===== src/rtl/ram_sdp_clr.sv =====
// ram_sdp_clr: simple-dual-port synchronous RAM (one write port, one read port, one clock).
// After reset every word is written with CLEAR_VAL, one word per clock; requests are
// accepted only once that sequence completes (ready=1).
// Optional build macro: RAM_OUT_REG_EN adds a second output register stage
// (read latency 2); undefined gives read latency 1.
module ram_sdp_clr #(
  parameter int               DATA_W      = 8,
  parameter int               ADDR_W      = 8,
  parameter int               DEPTH       = 256,
  parameter logic [DATA_W-1:0] CLEAR_VAL  = '0,
  parameter int               WRITE_FIRST = 1
) (
  input  logic              clk,
  input  logic              rst,
  input  logic              wr_en,
  input  logic [ADDR_W-1:0] wr_addr,
  input  logic [DATA_W-1:0] wr_data,
  input  logic              rd_en,
  input  logic [ADDR_W-1:0] rd_addr,
  output logic [DATA_W-1:0] rd_data,
  output logic              rd_valid,
  output logic              ready,
  output logic              addr_err
);

  localparam int               IDX_W    = (DEPTH > 1) ? $clog2(DEPTH) : 1;
  localparam logic [ADDR_W:0]  LP_DEPTH = (ADDR_W+1)'(DEPTH);
  localparam logic [IDX_W-1:0] LP_LAST  = IDX_W'(DEPTH-1);

  typedef enum logic {CLEAR = 1'b0, RUN = 1'b1} state_t;

  state_t            r_state, w_state_nxt;
  logic [IDX_W-1:0]  r_clr_ptr, w_clr_ptr_nxt;
  logic [DATA_W-1:0] r_mem [DEPTH];

  logic              r_rd_valid;
  logic [DATA_W-1:0] r_rd_data;
  logic              r_addr_err;

  logic              w_run;
  logic              w_wr_err, w_rd_err;
  logic              w_collide;
  logic [IDX_W-1:0]  w_wr_idx, w_rd_idx;
  logic              w_mem_we;
  logic [IDX_W-1:0]  w_mem_addr;
  logic [DATA_W-1:0] w_mem_data;
  logic [DATA_W-1:0] w_rd_word;

  assign w_run     = (r_state == RUN);
  assign w_wr_idx  = wr_addr[IDX_W-1:0];
  assign w_rd_idx  = rd_addr[IDX_W-1:0];
  assign w_wr_err  = wr_en && ({1'b0, wr_addr} >= LP_DEPTH);
  assign w_rd_err  = rd_en && ({1'b0, rd_addr} >= LP_DEPTH);
  // rd in range and addresses equal implies the write is in range too
  assign w_collide = wr_en && rd_en && !w_rd_err && (wr_addr == rd_addr);

  // State register and clear pointer
  always_ff @(posedge clk or posedge rst) begin
    if (rst) begin
      r_state   <= CLEAR;
      r_clr_ptr <= '0;
    end else begin
      r_state   <= w_state_nxt;
      r_clr_ptr <= w_clr_ptr_nxt;
    end
  end

  // Next state: walk the clear pointer, enter RUN on the edge writing the last word
  always_comb begin
    w_state_nxt   = r_state;
    w_clr_ptr_nxt = r_clr_ptr;
    case (r_state)
      CLEAR: begin
        w_clr_ptr_nxt = r_clr_ptr + IDX_W'(1);
        if (r_clr_ptr == LP_LAST) begin
          w_state_nxt   = RUN;
          w_clr_ptr_nxt = '0;
        end
      end
      default: w_state_nxt = RUN;
    endcase
  end

  // Single write port shared by the clear sequence and user writes
  always_comb begin
    w_mem_we   = 1'b0;
    w_mem_addr = w_wr_idx;
    w_mem_data = wr_data;
    if (!w_run) begin
      w_mem_we   = 1'b1;
      w_mem_addr = r_clr_ptr;
      w_mem_data = CLEAR_VAL;
    end else if (wr_en && !w_wr_err) begin
      w_mem_we = 1'b1;
    end
  end

  // Memory array write
  always_ff @(posedge clk) begin
    if (w_mem_we) r_mem[w_mem_addr] <= w_mem_data;
  end

  // Collision bypass: array read yields old contents, so write-first forwards wr_data
  always_comb begin
    w_rd_word = r_mem[w_rd_idx];
    if (w_collide && (WRITE_FIRST != 0)) w_rd_word = wr_data;
  end

  // Stage-1 read register and address-error pulse
  always_ff @(posedge clk or posedge rst) begin
    if (rst) begin
      r_rd_valid <= 1'b0;
      r_rd_data  <= '0;
      r_addr_err <= 1'b0;
    end else begin
      r_rd_valid <= w_run && rd_en;
      r_addr_err <= w_run && (w_wr_err || w_rd_err);
      if (w_run && rd_en) r_rd_data <= w_rd_err ? '0 : w_rd_word;
    end
  end

`ifdef RAM_OUT_REG_EN
  logic              r_out_valid;
  logic [DATA_W-1:0] r_out_data;

  // Stage-2 output register, valid flushed while clearing
  always_ff @(posedge clk or posedge rst) begin
    if (rst) begin
      r_out_valid <= 1'b0;
      r_out_data  <= '0;
    end else begin
      r_out_valid <= w_run && r_rd_valid;
      r_out_data  <= r_rd_data;
    end
  end

  assign rd_valid = r_out_valid;
  assign rd_data  = r_out_data;
`else
  assign rd_valid = r_rd_valid;
  assign rd_data  = r_rd_data;
`endif

  assign ready    = w_run;
  assign addr_err = r_addr_err;

endmodule

===== config.mk =====
export PLATFORM = sky130hd
export DESIGN_NAME = ram_sdp_clr
export DESIGN_NICKNAME = d
export VERILOG_FILES = /design/src/rtl/ram_sdp_clr.sv
export SDC_FILE = /design/constraint.sdc
export NUM_CORES = 2
export LEC_CHECK = 0
export CAP_MARGIN = 20
export CORE_MARGIN = 2
export CORE_UTILIZATION = 55
export DETAILED_ROUTE_END_ITERATION = 10
export HOLD_SLACK_MARGIN = 0.1
export PLACE_DENSITY = 0.71
export SYNTH_ARGS = -nofsm -noshare
export SYNTH_HDL_FRONTEND = slang
export SYNTH_SLANG_ARGS = --single-unit

===== constraint.sdc =====
create_clock -name clk -period 16.8 [get_ports clk]
set_input_delay 1.68 -clock clk [delete_from_list [all_inputs] [get_ports clk]]
set_output_delay 1.68 -clock clk [all_outputs]
set_load 0.01 [all_outputs]

# Word level (Yosys, flattened, before mapping)
# Memories as Yosys holds them, arrays and structs flattened. A register that Yosys moved wholly into a read port is not among the register bits.
# Cells that the tools add are included.
[totals]
regBits = 10
latch_bits = 0
ramBits = 2048
romBits = 0
inputBits = 28
output_inout_bits = 11
word_cells = 16
mem_count = 1
[classes]
add_sub_neg = 1
mul = 0
n_div = 0
order_cmp = 0
n_eq_ne = 1
shifts = 0
muxes = 9
n_bitwise = 0
reduce_logical = 1
[mem_list]
columns = ["memory", "words", "word_bits", "rd", "rd_ports_with_merged_regs", "wr", "line_no", "rtl"]
rows = [
  ["r_mem", 256, 8, 1, 1, 1, "34", "logic [DATA_W-1:0] r_mem [DEPTH];"],
]
[op_table]
columns = ["op", "n"]
rows = [
  ["two-way mux 8 bit", 3],
  ["adder 8 x 1 -> 8 bit (second input constant)", 1],
  ["equality test 8 bit (second input constant)", 1],
  ["two-way mux 1 bit", 6],
  ["logical AND 1 bit", 1],
]

# Depth between registers and ports, before layout
[depth]
depth_word = 4
depth_mapped = 12

# Least setup slack after synthesis
# OpenSTA, ideal clock, no wires.
[synth_path]
kind = "input to register"
startpoint = "in wr_data[0]"
endpoint = "mem r_mem[0][0], data pin"
setup_time_ns = 0.867
arrival_ns = 4.907
required_time_ns = 15.933
path_slack_ns = 11.026
cell_stages = 1
n_path_buf = 0
path_cell_list = "and2_1"
[synth_via]
elab_chain_cells = 1
[synth_lines]
columns = ["element", "line_no", "rtl"]
rows = [
  ["start, declared", "17", "input logic [DATA_W-1:0] wr_data,"],
  ["two-way mux 8 bit", "89", "if (!w_run) begin"],
  ["end, declared", "34", ""],
]
# No other way between the ends.

==> flow_summary.ini <==
[cells_and_area]
layout_common_cells = edfxtp_1 (2048), mux4_2 (511), nor2_1 (314)
final_area_mm2 = 0.0889
seqCellArea_mm2 = 0.0619
area_delta_synth_final_pct = 10.4
n_fill_cell = 9779
layout.nets = 3927
multi_input_area_mm2 = 0.0173
post_route_cells_drive_above_1_share_pct = 22.8
leading_cell_type_in_the_layout_fill_and_taps_excluded = edfxtp_1
post_layout_nonfiller_instances = 5979

[place]
post-place-cells = 5610
port_buffers = 37
place_congestion = 0.905
dpl-instance-area_mm2 = 0.0827
dp_hpwl_mm = 112

[grt]
overflow_after_grt = 0
grt.total_usage_pct = 25.3
global_route_wire_length_before_repair_mm = 273
antenna_found_initial = 11
globalRouteMet2Util_pct = 37.8
grt.met3_usage_pct = 5.99
gr-usage-met1_pct = 37.6
layer_with_the_highest_usage_after_global_routing = met2
first_global_vias = 38400
maximum_number_of_pins_on_one_net_before_global_route_repair = 181

[timing]
final.setup.tns_ns = 0
timing.final.crit_period_ns = 5.82
final_min_period_over_clock_period_pct = 34.6
finalMaxSlewViolations = 0
timing.hold.ws_ns = 0.580
timing_worst_slew_pin_value_ns = 1.11
finalHoldViolations = 0
fmaxAchievable_ghz = 0.172
timing.max_slew.rel_slack_pct = 25.8
finalClockSkew_ns = 0.0675
setup_viol = 0
setup_repair_after_global_routing_missed_its_margin = no

[floorplan]
core_region_area_mm2 = 0.146
fp-row-count = 140
num_io_pins = 39
dieHeight_um = 387
die_x_um = 387
floorplan.initialDensity_pct = 55.3
die_area_mm2 = 0.149

[setup_path]
timing.setup.critical_path_class = in2reg
endpoint_kind = flip-flop
critical_path_required_ns = 17.57
rrSetupSlack_ns = 12.08
startpoint_type = input pin
timing.critical_path.arrival_ns = 6.59
worstPathMaxFanout = 109

[clocking]
cts_made_buffers = 199
clkLatencyLatePin_ns = 0.83
clk_path_buf_depth = 3
cts_tree = yes
worst_setup_hold_path_clk_slew_ns = 0.06
cts_num_sinks = 2066
cts.repair.resized = 0
cts-hold-fix-buffers = 0
h-tree-depth = 4
cts_root_buf = clkbuf_16
cts.repair_timing.setup_buffer_count = 0

[synthesis]
syn-mean-instance-area_um2 = 21.1
cell_count_after_synthesis = 3810
ys_dominant_reg_cell = edfxtp_1
ys_ff_latch = 2066
synth_edf_count = 2048
share_of_synthesized_area_occupied_by_flip_flops_and_latches_pct = 76.9
synth_warnings = 0
syn-cell-area_mm2 = 0.0805
post_synth_num_cell_types = 58
mappedNetlistNets = 3839
async_flop_share_pct = 0.871

[outcome]
result_of_the_run = finished clean

[detailed_routing]
drcViolationCount = 0
firstDrtPassIters = 5
wirelength_mm = 188
post_drt_via_cell_ratio = 6.58
drt-initial-drc-count = 5758
routed_vias = 39400
wl_per_cell_um = 31.5
ant_nets = 0

[power]
peakVddDrop_mv = 0.104
p_leak_nw = 21.8
total_power_per_unit_cell_area_mw_per_mm2 = 113

[min_path]
holdCritPathClass = reg2reg

[run]
drv_cap = 0
[final timing paths]
kind | start | to | cells after the start
setup / recovery | rd_addr[0] | rd_data[1] | 10
hold reg to reg | r_clr_ptr[4] | r_clr_ptr[4] | 1
min in group asynchronous | rst | ready | 2
setup reg to reg | ready | r_mem[210][6] | 5
max in group asynchronous | rst | rd_data[5] | 2
hold / removal | r_clr_ptr[4] | r_clr_ptr[4] | 1
[worst max-delay path, stage by stage]
cell      delay [ns]
buf_8           0.57
buf_12          0.70
buf_12          0.56
clkinv_1        0.59
nand2_1         0.61
o22ai_1         0.23
o31ai_1         0.57
o221ai_1        0.19
a32oi_1         0.41
a221o_1         0.21
[flip-flops by register name, summed over array words and instances, names as in the netlist]
name / count
r_mem: 2048
r_clr_ptr: 8
rd_data: 8
rd_valid: 1
ready: 1
[layout make-up]
class / instances / share of cell area (%)
repair buffers: 107 / 1.14
diodes: 2 / 0.00563
flip-flops and latches: 2066 / 69.7
clock buffers: 243 / 5.79
multi-input cells: 1509 / 19.5
well taps: 1917 / 2.70
clock inverters: 120 / 1.12
inverters: 15 / 0.0633
[per-stage QoR]
stage	worst slack (ns)	power (W)	util, %
finish	10.98	0.0100	61.1
global route	10.57	0.0103	61.1
CTS	10.89	0.0101	61.0
detailed placement	10.00	0.00591	56.8
global placement	10.00	0.00591	56.8
floorplan	11.03	0.00585	-
[power by group]
group / internal, W / leakage [nW] / total, W / switching, W
combinational: 0.0000794 / 4.44 / 0.000223 / 0.000144
clock: 0.00231 / 2.96 / 0.00421 / 0.00190
sequential: 0.00558 / 14.4 / 0.00558 / 0
total: 0.00797 / 21.8 / 0.0100 / 0.00204
[synth_stat cells, types with 3 or more instances]
cell type / instances / area share [%]
dfrtp_1: 18 / 0.56
nand4_1: 7 / 0.054
xnor2_1: 8 / 0.087
a22oi_1: 39 / 0.36
nor3_1: 47 / 0.29
buf_1: 9 / 0.042
a31oi_1: 12 / 0.093
nand2_1: 79 / 0.37
and3_1: 3 / 0.023
buf_4: 47 / 0.44
o31ai_1: 7 / 0.065
nand3_1: 37 / 0.23
o221ai_1: 4 / 0.044
buf_6: 16 / 0.22
xor2_1: 4 / 0.044
edfxtp_1: 2048 / 76
mux2i_1: 49 / 0.61
o21a_1: 5 / 0.047
o22ai_1: 101 / 0.78
and2_1: 16 / 0.12
nor2_1: 314 / 1.5
o21ai_0: 28 / 0.17
o211ai_1: 5 / 0.047
or3_1: 11 / 0.085
buf_2: 67 / 0.42
o32ai_1: 9 / 0.098
nor4_1: 8 / 0.062
or2_2: 6 / 0.047
nor2b_1: 28 / 0.22
clkbuf_1: 79 / 0.37
nand2b_1: 16 / 0.12
a21oi_1: 23 / 0.14
mux4_2: 511 / 14
a211oi_1: 50 / 0.47
or4_1: 10 / 0.093
inv_1: 12 / 0.056
mux2_2: 50 / 0.70
[kinds of logic after synthesis]
group                      synth area share [%]
adders and majority gates                0.0155
muxes                                      15.6
xor gates and xnor gates                  0.131
buffers and inverters                      1.58
other                                   0.00466
AOI/OAI and AO/OA                          2.49
DFF                                        76.9
and+or+nand+nor                            3.24
[per-layer routing]
metal	share of wire (%)	routed length [µm]
met5	0.031	59
met4	2.7	5080
met3	11	20900
met2	46	87000
met1	40	75300
Note: power is estimated with default switching activity, not from simulation.
